**src/rtl/fp_pkg.sv**
```systemverilog
// Shared types and constants for the single-precision multiply/divide datapath.
package fp_pkg;

    localparam int unsigned BUS_WIDTH = 32;
    localparam int unsigned MANT_W    = 24;
    localparam int unsigned FRAC_W    = 23;
    localparam int unsigned EXP_W     = 8;
    localparam int unsigned EXP_BIAS  = 127;
    localparam int unsigned PROD_W    = 2 * MANT_W;
    localparam int unsigned ECALC_W   = 10;
    localparam int unsigned CNT_W     = 5;

    localparam logic [EXP_W-1:0]     EXP_MAX = 8'hFF;
    localparam logic [BUS_WIDTH-1:0] QNAN    = 32'hFFFF_FFFF;

    typedef enum logic [2:0] {
        IDLE,
        CLASSIFY,
        MULT,
        NORM,
        DONE
    } state_e;

    typedef enum logic [1:0] {
        ZERO,
        NORMAL,
        INF,
        NAN
    } fp_class_e;

    typedef struct packed {
        logic              sign;
        logic [EXP_W-1:0]  exp;
        logic [FRAC_W-1:0] frac;
    } fp32_t;

    // Signed infinity / signed zero result words.
    function automatic logic [BUS_WIDTH-1:0] fp_inf(input logic s);
        return {s, EXP_MAX, FRAC_W'(0)};
    endfunction

    function automatic logic [BUS_WIDTH-1:0] fp_zero(input logic s);
        return {s, (BUS_WIDTH-1)'(0)};
    endfunction

endpackage

```
**src/rtl/fp_classify.sv**
```systemverilog
// Operand classifier (zero/normal/inf/NaN); denormals count as zero.
module fp_classify
    import fp_pkg::*;
(
    input  logic [BUS_WIDTH-1:0] data_i,
    output fp_class_e            cls_c_o
);

    fp32_t op;

    assign op = data_i;

    always_comb begin
        cls_c_o = NORMAL;
        if (op.exp == EXP_W'(0)) begin
            cls_c_o = ZERO;
        end else if (op.exp == EXP_MAX) begin
            cls_c_o = (op.frac == FRAC_W'(0)) ? INF : NAN;
        end
    end

endmodule

```
**src/rtl/fp_mul_seq.sv**
```systemverilog
// Sequential single-precision multiplier: classify, 24-step shift-add, normalise.
// Flush-to-zero, truncating, all-ones canonical NaN.
module fp_mul_seq
    import fp_pkg::*;
(
    input  logic                 clk,
    input  logic                 rst_n,
    input  logic                 start_i,
    input  logic [BUS_WIDTH-1:0] data_iA,
    input  logic [BUS_WIDTH-1:0] data_iB,
    output logic [BUS_WIDTH-1:0] data_o,
    output logic                 busy_o,
    output logic                 done_o
);

    state_e                      state_q;
    fp32_t                       a_q;
    fp32_t                       b_q;
    logic [MANT_W-1:0]           ma_q;
    logic [MANT_W-1:0]           mb_q;
    logic [PROD_W-1:0]           p_q;
    logic signed [ECALC_W-1:0]   e_q;
    logic [CNT_W-1:0]            cnt_q;

    fp_class_e                   cls_a_c;
    fp_class_e                   cls_b_c;
    logic                        sign_c;
    logic                        special_c;
    logic [BUS_WIDTH-1:0]        special_res_c;
    logic [MANT_W:0]             sum_c;
    logic [PROD_W-1:0]           p_step_c;
    logic signed [ECALC_W-1:0]   e_sum_c;
    logic signed [ECALC_W-1:0]   e_norm_c;
    logic [FRAC_W-1:0]           mant_c;
    logic [BUS_WIDTH-1:0]        norm_res_c;

    fp_classify u_cls_a (
        .data_i  (a_q),
        .cls_c_o (cls_a_c)
    );

    fp_classify u_cls_b (
        .data_i  (b_q),
        .cls_c_o (cls_b_c)
    );

    // Special-operand result, in priority order.
    always_comb begin
        sign_c        = a_q.sign ^ b_q.sign;
        special_c     = 1'b1;
        special_res_c = QNAN;
        if (cls_a_c == NAN || cls_b_c == NAN) begin
            special_res_c = QNAN;
        end else if ((cls_a_c == INF && cls_b_c == ZERO) ||
                     (cls_a_c == ZERO && cls_b_c == INF)) begin
            special_res_c = QNAN;
        end else if (cls_a_c == INF || cls_b_c == INF) begin
            special_res_c = fp_inf(sign_c);
        end else if (cls_a_c == ZERO || cls_b_c == ZERO) begin
            special_res_c = fp_zero(sign_c);
        end else begin
            special_c = 1'b0;
        end
    end

    // One shift-add step: conditional add into the upper half, carry kept, then shift right.
    always_comb begin
        sum_c    = {1'b0, p_q[PROD_W-1:MANT_W]} + (mb_q[0] ? {1'b0, ma_q} : (MANT_W+1)'(0));
        p_step_c = {sum_c, p_q[MANT_W-1:1]};
    end

    // Biased exponent sum and truncating normalisation with range clamp.
    always_comb begin
        e_sum_c = $signed(ECALC_W'(a_q.exp)) + $signed(ECALC_W'(b_q.exp))
                - $signed(ECALC_W'(EXP_BIAS));
        if (p_q[PROD_W-1]) begin
            e_norm_c = e_q + ECALC_W'(1);
            mant_c   = p_q[PROD_W-2:MANT_W];
        end else begin
            e_norm_c = e_q;
            mant_c   = p_q[PROD_W-3:MANT_W-1];
        end
        if (e_norm_c >= $signed(ECALC_W'(255))) begin
            norm_res_c = fp_inf(sign_c);
        end else if (e_norm_c <= $signed(ECALC_W'(0))) begin
            norm_res_c = fp_zero(sign_c);
        end else begin
            norm_res_c = {sign_c, e_norm_c[EXP_W-1:0], mant_c};
        end
    end

    // Control FSM with registered outputs.
    always_ff @(posedge clk or negedge rst_n) begin
        if (!rst_n) begin
            state_q <= IDLE;
            a_q     <= '0;
            b_q     <= '0;
            ma_q    <= '0;
            mb_q    <= '0;
            p_q     <= '0;
            e_q     <= '0;
            cnt_q   <= '0;
            data_o  <= '0;
            busy_o  <= 1'b0;
            done_o  <= 1'b0;
        end else begin
            done_o <= 1'b0;
            case (state_q)
                IDLE: begin
                    if (start_i) begin
                        a_q     <= data_iA;
                        b_q     <= data_iB;
                        busy_o  <= 1'b1;
                        state_q <= CLASSIFY;
                    end
                end
                CLASSIFY: begin
                    if (special_c) begin
                        data_o  <= special_res_c;
                        done_o  <= 1'b1;
                        state_q <= DONE;
                    end else begin
                        ma_q    <= {1'b1, a_q.frac};
                        mb_q    <= {1'b1, b_q.frac};
                        p_q     <= '0;
                        cnt_q   <= '0;
                        e_q     <= e_sum_c;
                        state_q <= MULT;
                    end
                end
                MULT: begin
                    p_q  <= p_step_c;
                    mb_q <= mb_q >> 1;
                    if (cnt_q == CNT_W'(MANT_W - 1)) begin
                        state_q <= NORM;
                    end else begin
                        cnt_q <= cnt_q + CNT_W'(1);
                    end
                end
                NORM: begin
                    data_o  <= norm_res_c;
                    done_o  <= 1'b1;
                    state_q <= DONE;
                end
                DONE: begin
                    busy_o  <= 1'b0;
                    state_q <= IDLE;
                end
                default: begin
                    busy_o  <= 1'b0;
                    state_q <= IDLE;
                end
            endcase
        end
    end

endmodule

```
**config.mk**
```make
export PLATFORM = sky130hd
export DESIGN_NAME = fp_mul_seq
export DESIGN_NICKNAME = d
export VERILOG_FILES = /design/src/rtl/fp_pkg.sv /design/src/rtl/fp_classify.sv /design/src/rtl/fp_mul_seq.sv
export SDC_FILE = /design/constraint.sdc
export NUM_CORES = 1
export LEC_CHECK = 0
export ABC_AREA = 1
export CAP_MARGIN = 20
export CORE_MARGIN = 4
export CORE_UTILIZATION = 48
export CTS_BUF_LIST = sky130_fd_sc_hd__clkbuf_4 sky130_fd_sc_hd__clkbuf_8
export DETAILED_ROUTE_END_ITERATION = 16
export GPL_ROUTABILITY_DRIVEN = 0
export PLACE_DENSITY_LB_ADDON = 0.3
export SETUP_SLACK_MARGIN = 0.05
export SLEW_MARGIN = 20
export SYNTH_ARGS = -nofsm -noshare
export SYNTH_HDL_FRONTEND = slang
export SYNTH_SLANG_ARGS = --single-unit
```
**constraint.sdc**
```tcl
create_clock -name clk -period 3.94 [get_ports clk]
set_clock_uncertainty 0.2 [all_clocks]
set_input_delay 0.985 -clock clk [delete_from_list [all_inputs] [get_ports clk]]
set_output_delay 0.985 -clock clk [all_outputs]
set_load 0.01 [all_outputs]
```
==> Word-level counts from Yosys, hierarchy flattened <==
Index checks and enable logic that the tools add are counted.
{ "totals": {"reg_bits": 212, "input_bits": 67, "out_inout_bits": 34, "elab_cells": 99} }
{ "op_classes": {"add_sub_neg": 5, "magnitude_cmp": 2, "n_eq_ne": 15, "muxes": 36, "bitwise_logic": 3, "reduce_logical": 23} }
{ "ops": {"columns": ["cell", "n"], "rows": [
  ["32-bit two-way mux", 5],
  ["48-bit case mux with 2 select lines", 1],
  ["32-bit case mux with 2 select lines", 1],
  ["31-bit two-way mux", 2],
  ["24-bit two-way mux", 2],
  ["48-bit two-way mux", 1],
  ["24-bit case mux with 2 select lines", 1],
  ["23-bit zero test", 2],
  ["24-bit by 24-bit adder with 25-bit output", 1],
  ["23-bit two-way mux", 1],
  ["8-bit equality test (second input constant)", 2],
  ["8-bit zero test", 2],
  ["3-bit case mux with 4 select lines", 1],
  ["2-bit AND reduction", 6],
  ["10-bit by 2-bit adder with 10-bit output (second input constant)", 1],
  ["10-bit by 9-bit greater-or-equal comparator with 1-bit output (second input constant)", 1],
  ["10-bit by 1-bit <= comparator with 1-bit output (second input constant)", 1],
  ["10-bit two-way mux", 1],
  ["5-bit two-way mux", 2],
  ["2-bit inequality test (second input constant)", 5],
  ["5-bit case mux with 2 select lines", 1],
  ["9-bit by 7-bit subtractor with 10-bit output (second input constant)", 1],
  ["8-bit by 8-bit adder with 9-bit output", 1],
  ["3-bit two-way mux", 3],
  ["other kinds (17)", 39]
]} }

==> Longest topological paths before layout <==
Gate-level depths: netlist of run 1.
{ "depth": {"word_depth": 12, "mapped_depth": 19} }

==> Hierarchy <==
Synthesis of run 1 repeated with hierarchy kept, for this count alone.
{ "hier_totals": {"hier_cells": 1299, "hier_area_um2": 10136.0} }
{ "modules_own_cells": {"columns": ["mod", "n_inst", "cells_each", "area_each_um2"], "rows": [
  ["fp_mul_seq", 1, 1217, 9818.2],
  ["fp_classify", 2, 41, 158.9]
]} }

==> Worst setup path before layout of run 1 <==
No wires, ideal clock.
{ "synth_timing": {"path_kind": "reg2reg", "from": "register mb_q[0]", "to": "register p_q[35]", "setup_time_ns": 0.121, "arrival_ns": 2.450, "t_required_ns": 3.619, "slack_ns": 1.170, "stages_incl_launch_ff": 17, "synth_period_minus_slack_ns": 2.770, "path_cell_list": "dfrtp_1 clkbuf_1 clkbuf_1 nand2_1 inv_1 ha_1 inv_1 fa_1 inv_1 nand2_1 o21ai_1 a21oi_1 o21ai_1 a21oi_1 or2_0 nand3_1 o21ai_1"} }
{ "synth_via": {"elab_chain_len": 3} }
{ "synth_rtl": {"columns": ["item", "line", "text"], "rows": [
  ["from (decl)", "fp_mul_seq.sv:20", "logic [MANT_W-1:0] mb_q;"],
  ["from (signal assigned)", "fp_mul_seq.sv:124", "mb_q <= {1'b1, b_q.frac};"],
  ["from (signal assigned)", "fp_mul_seq.sv:133", "mb_q <= mb_q >> 1;"],
  ["24-bit two-way mux", "fp_mul_seq.sv:68", "sum_c = {1'b0, p_q[PROD_W-1:MANT_W]} + (mb_q[0] ? {1'b0, ma_q} : (MANT_W+1)'(0));"],
  ["24-bit by 24-bit adder with 25-bit output", "fp_mul_seq.sv:68", null],
  ["48-bit case mux with 2 select lines", "fp_mul_seq.sv:108", "case (state_q)"],
  ["to (signal assigned)", "fp_mul_seq.sv:132", "p_q <= p_step_c;"],
  ["to (decl)", "fp_mul_seq.sv:21", "logic [PROD_W-1:0] p_q;"]
]} }
Every way passes these cells.
A chain may end at the register's enable or synchronous reset.

==> Worst setup path in the final report of run 1 <==
{ "layout_timing": {"from": "register mb_q[0]", "to": "register p_q[41]"} }
Same word-level chain as after synthesis.

==> results.toml, run 1 <==
[synthesis]
synth.distinct_cells = 46
synth.cell_area_um2 = 10100
seq_area_frac_synth_pct = 46.7
syn_nets = 1361
synth_edf_count = 0
synthArstFlopShare_pct = 100
synth_seq_cells = 189
synth_warnings = 0
synthCells = 1251
avgSynthCellArea_um2 = 8.09
yosys_most_used_dff = "dfrtp_1"

[detailed_routing]
ant_nets = 0
vias = 8387
drt_pass1_iterations = 5
post-route-drc-count = 0
via_per_inst = 5.18
drtIter0Drc = 544
routed_wl_mm = 22.4
post_drt_wl_per_cell_um = 13.8

[sta]
slew_headroom_pct = 37.1
final-hold-violation-count = 0
finalSetupViolCount = 0
rsz0062_at_grt = "false"
post-route-period-util_pct = 79.6
max_freq_mhz = 319
min_period_ns = 3.14
setup_tns_ns = 0
worst_pin_slew_ns = 0.942
timing.final.max_slew_violations = 0

[global_route]
overflow = 0
grt_antenna_before_repair = 0
grt_pass1_wl_mm = 38.5
grt_pass1_vias = 7901
grt_max_degree = 88
grt.total_usage_pct = 19.5

[layout]
stdcell_area_um2 = 11800
drive_gt1_share_pct = 7.34
multi_input_area_um2 = 4630
n_fill_cell = 1940
final_util_pct = 57.3
syn_to_final_growth_pct = 16.1
layout.nets = 1445
num_antenna_cells = 0
ff_latch_area_um2 = 4730

[power_and_ir_drop]
irDropWorstVdd_mv = 0.286
p_leak_nw = 5.53
powerDensity_nw_per_um2 = 744

[clocking]
clk_pin_slew_worst_paths_ns = 0.11
cts_hold_buf = 0
clock_path_buffers = 2
post_cts_resized = 0
cts_tree = "yes"
clkSinkCount = 189
cts_buffers = 17
insertion_delay_ns = 0.48
cts_max_level = 4
cts_setup_buffers = 0
root_buffer = "clkbuf_8"

[critical_path]
endpoint = "p_q[41]"
cp.arrival_ns = 3.27
cp_data_required_time_ns = 4.08
cp-start-kind = "flip-flop"
critPathKind = "flip-flop to flip-flop"
r2r_setup_slack_ns = 0.80
critPathCaptureType = "flip-flop"
rr_startpoint = "mb_q[0]"
crit_fanout = 25
worst_r2r_path_depth = 14
regToRegEndpoint = "p_q[41]"
crit_start = "mb_q[0]"

[place]
place_area_um2 = 11300
port_buffers = 100
hpwl_mm = 16.8

[floorplanning]
die_area_um2 = 23500
io_pins = 101
core_area_um2 = 20500
die_h_um = 153
dieWidth_um = 153
rows = 52
initial_core_util_pct = 49.4

[flow_run]
max-cap-violations = 0

[worst_hold_path]
min_path_type = "flip-flop to flip-flop"

[outcome]
status = "finished, final reports clean"
## placed cells by master, fill, tap and decap left out, drive strengths merged, types with 14 or more instances in the layout
cell type,instances
nand2,282
dfrtp,189
inv,147
nor2,137
a21oi,107
o21ai,104
clkdlybuf4s50,99
nand3,64
nand4,44
ha,41
mux2,34
clkbuf,17
buf,14
## per-layer routing
layer	global-route usage [%]	routed length, µm
met3	2.88	1080
met5	0	0
met2	30.2	10000
met1	29.0	11000
met4	5.26	231
## cell usage after synthesis (all sizes together), types with 6 or more instances
cell type / n / area (µm²)
a21oi: 107 / 543
buf: 27 / 165
clkbuf: 21 / 78.8
dfrtp: 189 / 4730
ha: 41 / 513
inv: 141 / 529
mux2: 34 / 383
nand2: 282 / 1060
nand3: 64 / 325
nand4: 44 / 282
nor2: 137 / 532
nor3: 8 / 56.3
o21ai: 104 / 521
o22ai: 7 / 43.8
xnor2: 6 / 52.6
## report_power, final
part	switching, W	internal (W)
sequential	0.000590	0.00280
clock	0.000768	0.000534
combinational	0.00239	0.00165
## critical path: stages, from the launching register on
cell	delay, ns
dfrtp_1	0.82
nand2_1	0.16
inv_1	0.10
ha_1	0.13
inv_1	0.05
fa_1	0.35
inv_1	0.08
nand2_1	0.06
o21ai_1	0.18
a21oi_1	0.15
o21ai_0	0.37
a21o_1	0.16
nand2_1	0.04
nand3_1	0.06
o21ai_0	0.08
## state kept, by name, indices dropped and copies added, names as in the netlist
signal,count
done_o,1
ma_q,24
state_q,3
e_q,10
busy_o,1
mb_q,24
p_q,25
data_o,32
cnt_q,5
b_q,32
a_q,32
## worst min path at each step
stage,from,to,cells after the start,slack [ns]
final,busy_o,busy_o,2,0.29
after global placement,ma_q[23],ma_q[23],1,0.26
after floorplan,ma_q[23],ma_q[23],1,0.24
after CTS,busy_o,busy_o,2,0.29
after detailed placement,busy_o,busy_o,2,0.26
after global routing,ma_q[23],ma_q[23],1,0.31
## cells by family (layout without fill, tap and decap cells)
logic type / Yosys count / after routing / share of synthesized area [%]
AOI/OAI and AO/OA: 237 / 237 / 12.4
muxes: 34 / 34 / 3.78
DFF: 189 / 189 / 46.7
adders and majority gates: 43 / 43 / 5.46
buffers and inverters: 190 / 287 / 7.68
xor gates and xnor gates: 8 / 8 / 0.692
and+or+nand+nor: 550 / 550 / 23.3
## cell type report
type,count,area share [%]
sequential,189,40.3
inverter,142,4.54
multi-input combinational,872,39.4
tap,270,2.88
clock inverter,15,1.49
timing repair buffer,113,9.47
clock buffer,17,1.99
## through the flow
| stage | worst slack (ns) | power, W | hold slack, ns | cells |
|---|---|---|---|---|
| 3_5_place_dp | 0.804 | 0.00748 | 0.261 | 1586 |
| 5_1_grt | 0.383 | 0.00955 | 0.314 | 1618 |
| 4_1_cts | 0.812 | 0.00879 | 0.288 | 1618 |
| 3_3_place_gp | 0.877 | 0.00734 | 0.260 | 1586 |
| 2_1_floorplan | 1.17 | 0.00624 | 0.239 | 1251 |
| 6_report | 0.802 | 0.00874 | 0.286 | 1618 |
Power figures use the tool's default switching activity.
==> run 2, diff against run 1 <==
==> constraint.sdc (replaced) <==
create_clock -name clk -period 2.6 [get_ports clk]
set_clock_uncertainty 0.2 [all_clocks]
set_input_delay 0.65 -clock clk [delete_from_list [all_inputs] [get_ports clk]]
set_output_delay 0.65 -clock clk [all_outputs]
set_load 0.01 [all_outputs]
==> run 2 against run 1 <==
Net effect: power rose by 58%; count of clock-buffer cells in the layout rose by 5; worst hold slack got worse by 0.012 ns; die area did not move; highest routed layer unchanged; sequential power rose by 50%; fmax rose by 26%; critical path depth rose by 1; combinational power rose by 66%; via count rose by 2.6%; clock power rose by 55%.
==> results.toml, run 2 (synthesized netlist as in run 1, its figures left out) <==
[detailed_routing]
ant_nets = 0
vias = 8602
via_per_inst = 5.23
post-route-drc-count = 0
drtIter0Drc = 480
post_drt_wl_per_cell_um = 14.3
routed_wl_mm = 23.5
drt_pass1_iterations = 5

[layout]
num_antenna_cells = 0
final_common_cell = "nand2_1"
reg.largest.list = "a_q: 32 flops, b_q: 32 flops, data_o: 32 flops"
layout.nets = 1471
final_cell_mix = "273 x nand2_1, 188 x dfrtp_1, 134 x inv_1"
drive_gt1_share_pct = 13.2
n_fill_cell = 1837
instances_no_fill = 1644
syn_to_final_growth_pct = 21.0

[critical_path]
path_delay_family = "compound AO/OA/AOI/OAI gates"
path_cells = "buf_6 -> nand2_1 -> inv_1 -> ha_1 -> a21oi_2 -> o21ai_2 -> a21oi_2 -> buf_4 -> inv_2 -> nand4_1 -> nand3_2 -> nand3_2 -> nand2_1 -> nand2_1 -> o21ai_1"
critPathCaptureType = "flip-flop"
cp.arrival_ns = 2.65
cp_data_required_time_ns = 2.75
cp-start-kind = "flip-flop"
critPathKind = "flip-flop to flip-flop"
cpPeakStageDelay_ns = 0.45
crit_buf_inv = 4
crit_fanout = 7
crit_path_top_delay_cell = "dfrtp_2"
cpMostUsedCell = "nand2_1"

[clocking]
cts_buffers = 17
clock_path_buffers = 2
insertion_delay_ns = 0.47
cts_tree = "yes"
clk_pin_slew_worst_paths_ns = 0.09
clkSinkCount = 189
cts_max_level = 4
root_buffer = "clkbuf_8"

[floorplanning]
dieWidth_um = 153
die_area_um2 = 23500
initial_core_util_pct = 49.4
die_h_um = 153
rows = 52
core_area_um2 = 20500
io_pins = 101

[global_route]
grt.total_usage_pct = 19.9
grt_pass1_vias = 8267
grt_pass1_wl_mm = 39.4
grt_max_degree = 50
grt_antenna_before_repair = 0
overflow = 0

[place]
hpwl_mm = 17.4
place_ws_ns = 0.0763
port_buffers = 100
dp_cells = 1605

[power_and_ir_drop]
p_leak_nw = 5.69
powerDensity_nw_per_um2 = 1130
irDropWorstVdd_mv = 0.467

[outcome]
status = "finished, final reports clean"

[sta]
max_freq_mhz = 400
timing.final.max_slew_violations = 0
setup_slack_ns = 0.101
post-route-period-util_pct = 96.1
slew_headroom_pct = 64.4
final-hold-violation-count = 0
rsz0062_at_grt = "true"
finalSetupViolCount = 0
worst_pin_slew_ns = 0.532
min_period_ns = 2.50

[worst_hold_path]
min_path_type = "flip-flop to flip-flop"

[flow_run]
max-cap-violations = 0
run 2: changes by cell type in the layout (fill, tap and decap cells not counted), sizes merged:
cell,delta
clkbuf,+5
bufinv,+1
nor2,+1
clkinvlp,+2
inv,-2
buf,+24
clkinv,-6
dlygate4sd3,+1
run 2: what timing repair did:
item,CTS,global route
hold buffers,1,0
buffers inserted,0,4
resized for setup,0,69
endpoints found under the setup margin,0,106
endpoints found under the hold margin,39,0
run 2: routing by layer:
layer	global-route usage, %	vias to the layer above	wire [µm]
li1	-	4337	-
met1	29.0	3986	11300
met2	31.6	241	10600
met3	2.63	38	1160
met4	5.52	0	430
met5	0	-	0
run 2: area by class of cell:
class / instances / area, µm² / share of cell area (%)
inverters: 142 / 537 / 4.38
multi-input cells: 873 / 4870 / 39.8
repair buffers: 138 / 1360 / 11.1
clock inverters: 10 / 126 / 1.03
well taps: 270 / 338 / 2.76
flip-flops and latches: 189 / 4730 / 38.6
clock buffers: 22 / 284 / 2.32
run 2: final timing paths:
path	startpoint	end	slack, ns	depth (start not counted)
worst min register to register	ma_q[23]	ma_q[23]	0.27	1
max in group asynchronous	rst_n	b_q[7]	1.10	3
min in group asynchronous	rst_n	b_q[16]	0.47	2
worst max-delay path	mb_q[0]	p_q[47]	0.10	15
worst min-delay path	ma_q[23]	ma_q[23]	0.27	1
worst max register to register	mb_q[0]	p_q[47]	0.10	15
run 2: stage by stage:
| stage | hold WS (ns) | utilization [%] | instance area, µm² | total power (W) | setup TNS [ns] |
|---|---|---|---|---|---|
| after detailed placement | 0.260 | 56.3 | 11500 | 0.0115 | 0 |
| after floorplan | 0.154 | - | 10100 | 0.00948 | 0 |
| after global routing | 0.298 | 59.8 | 12200 | 0.0151 | -0.161 |
| after CTS | 0.279 | 58.3 | 12000 | 0.0135 | 0 |
| final | 0.274 | 59.8 | 12200 | 0.0138 | 0 |
| after global placement | 0.252 | 56.3 | 11500 | 0.0113 | 0 |
run 2: worst register-to-register path: stages (launching register included):
cell and delay [ns]:
dfrtp_2 0.45, buf_6 0.14, nand2_1 0.08, inv_1 0.06
ha_1 0.32, a21oi_2 0.17, o21ai_2 0.09, a21oi_2 0.25
buf_4 0.17, inv_2 0.04, nand4_1 0.08, nand3_2 0.10
nand3_2 0.08, nand2_1 0.05, nand2_1 0.05, o21ai_1 0.05
run 2: report_power, final:
part	total [W]	switching [W]	internal, W	leakage (nW)
clock	0.00201	0.00106	0.000952	0.201
sequential	0.00510	0.000849	0.00425	2.20
combinational	0.00671	0.00390	0.00281	3.29
total	0.0138	0.00581	0.00801	5.69
==> run 3, diff against run 2 <==
--- a/config.mk
+++ b/config.mk
@@ -17,4 +17,5 @@
 export SLEW_MARGIN = 20
 export SYNTH_ARGS = -nofsm -noshare
 export SYNTH_HDL_FRONTEND = slang
+export SYNTH_HIERARCHICAL = 1
 export SYNTH_SLANG_ARGS = --single-unit
==> run 3 against run 2 <==
Net effect: utilization grew 0.12 points; critical endpoint is now p_q[26]; fmax increased by 3.4%; cell count grew 2.4%.
==> results.toml, run 3 <==
[outcome]
status = "finished, final reports clean"

[sta]
post-route-period-util_pct = 92.9
setup_tns_ns = 0
finalSetupViolCount = 0
slew_headroom_pct = 57.8
final-hold-violation-count = 0
whs_ns = 0.286
timing.final.max_slew_violations = 0
max_freq_mhz = 414
min_period_ns = 2.42
worst_pin_slew_ns = 0.633
rsz0062_at_grt = "true"

[floorplanning]
die_h_um = 153
rows = 52
core_area_um2 = 20500
io_pins = 101
initial_core_util_pct = 49.5
dieWidth_um = 153
die_area_um2 = 23500

[clocking]
root_buffer = "clkbuf_8"
clk_pin_slew_worst_paths_ns = 0.10
insertion_delay_ns = 0.49
clkSinkCount = 189
cts_max_level = 4
clock_path_buffers = 2
cts_buffers = 17
cts_tree = "yes"

[synthesis]
synthTopCellsByCount = "330 x nand2_1, 189 x dfrtp_1, 166 x nor2_1, 146 x inv_1, 127 x a21oi_1"
syn_nets = 1409
synth_compound_area_share_pct = 13.9
synth_seq_cells = 189
avgSynthCellArea_um2 = 7.80
synth_largest_area_cell = "dfrtp_1"
synthAdderAreaFrac_pct = 5.46
yosys.area_share.simple_pct = 23.6
synth_edf_count = 0
yosys_most_used_dff = "dfrtp_1"
synth.cell_area_um2 = 10100
synthArstFlopShare_pct = 100
synth.distinct_cells = 42
yosysMostFrequentCell = "nand2_1"
seq_area_frac_synth_pct = 46.7
synthCells = 1299
synthXorXnorAreaFrac_pct = 0.605
synth_top_family_by_area = "simple AND/OR/NAND/NOR gates"
synth_mux_area_share_pct = 1.78
synth.top_cell.area_share_pct = 46.7
synth_warnings = 6
synth_area_leaders = "dfrtp_1 47%, nand2_1 12%, a21oi_1 6.3%"

[critical_path]
cpPeakStageDelay_ns = 0.45
worst_r2r_path_depth = 15
cp_data_required_time_ns = 2.77
crit_fanout = 19
critPathKind = "flip-flop to flip-flop"
crit_path_top_delay_cell = "dfrtp_1"
path_depth = 15
path_delay_family = "simple AND/OR/NAND/NOR gates"
critPathCaptureType = "flip-flop"
cp.arrival_ns = 2.59
crit_buf_inv = 4
cp-start-kind = "flip-flop"
path_cells = "nand2_1 -> inv_1 -> nand2_1 -> nor2_2 -> nand2_1 -> nor2_1 -> nor2_1 -> nand2_1 -> inv_1 -> nand4_1 -> nor2_1 -> buf_4 -> nor2_4 -> buf_8 -> a32o_1"
cpMostUsedCell = "nand2_1"

[detailed_routing]
drt_pass1_iterations = 5
drtIter0Drc = 565
post_drt_wl_per_cell_um = 14.3
routed_wl_mm = 24.0
post-route-drc-count = 0
ant_nets = 0
via_per_inst = 5.26
vias = 8864

[global_route]
grt_max_degree = 75
grt.total_usage_pct = 20.3
grt_pass1_wl_mm = 39.9
grt_pass1_vias = 8419
overflow = 0
grt_antenna_before_repair = 0

[place]
hpwl_mm = 17.8
port_buffers = 100
place_area_um2 = 11600

[layout]
layout.nets = 1511
num_antenna_cells = 0
final_common_cell = "nand2_1"
final_cell_mix = "329 x nand2_1, 188 x dfrtp_1, 159 x nor2_1"
drive_gt1_share_pct = 9.05
stdcell_area_um2 = 12300
syn_to_final_growth_pct = 21.1
reg.largest.list = "a_q: 32 flops, b_q: 32 flops, data_o: 32 flops"

[power_and_ir_drop]
powerDensity_nw_per_um2 = 1170
p_leak_nw = 5.87
irDropWorstVdd_mv = 0.537

[worst_hold_path]
min_path_cells = 1
min_path_type = "flip-flop to flip-flop"

[flow_run]
max-cap-violations = 0
## run 3: final cells by class
| cell class | count | area, µm² |
|---|---|---|
| Fill cell | 1817 | 8220 |
| Tap cell | 270 | 338 |
| Multi-Input combinational cell | 908 | 4770 |
| Inverter | 152 | 576 |
| Clock buffer | 18 | 248 |
| Sequential cell | 189 | 4730 |
| Timing Repair Buffer | 133 | 1410 |
| Clock inverter | 14 | 198 |
## run 3: power breakdown
part           switching, W  internal, W
Clock               0.00115      0.00102
Combinational       0.00417      0.00289
Sequential         0.000928      0.00424
Total               0.00625      0.00815
## run 3: path summary, 6_finish.rpt
check | slack [ns] | endpoint | start
max reg2reg | 0.18 | p_q[26] | a_q[26]
min reg2reg | 0.29 | ma_q[23] | ma_q[23]
min | 0.29 | ma_q[23] | ma_q[23]
min in group asynchronous | 0.59 | p_q[27] | rst_n
max | 0.18 | p_q[26] | a_q[26]
max in group asynchronous | 0.99 | mb_q[0] | rst_n
## run 3: logic make-up after synthesis
kind of cell / Yosys count
adder cells (fa/ha/maj): 43
flip-flops: 189
AO/OA/AOI/OAI: 257
XOR/XNOR: 7
multiplexers: 16
AND/OR/NAND/NOR: 584
buffers and inverters: 203
## run 3: per-layer routing
layer	GRT usage, %	vias to the layer above	part of all wire [%]
met5	0	-	0
met4	5.52	0	1.3
met3	4.24	32	5.6
met2	32.2	237	47
met1	28.5	4171	46
li1	-	4424	-
## run 3: worst reg2reg max path, delay by kind of cell (launching register included)
family                 cells  cell delay (ns)
DFF                        1             0.45
and+or+nand+nor           10             0.92
AOI/OAI and AO/OA          1             0.21
buffers and inverters      4             0.55
## run 3: timing repair
action,CTS,global route
cloned,0,2
setup endpoints to repair,3,84
resized for setup,1,41
hold endpoints to repair,1,0
buffers inserted,0,3
hold buffers,1,0
pin swaps,0,4
## run 3: through the flow
step	setup WS [ns]	util [%]	cells	total power (W)
floorplan	0.107	-	1299	0.00970
global placement	0.137	56.6	1646	0.0117
detailed placement	0.0447	56.6	1646	0.0119
CTS	0.0717	58.8	1679	0.0141
global route	0.0143	59.9	1684	0.0157
finish	0.184	59.9	1684	0.0144
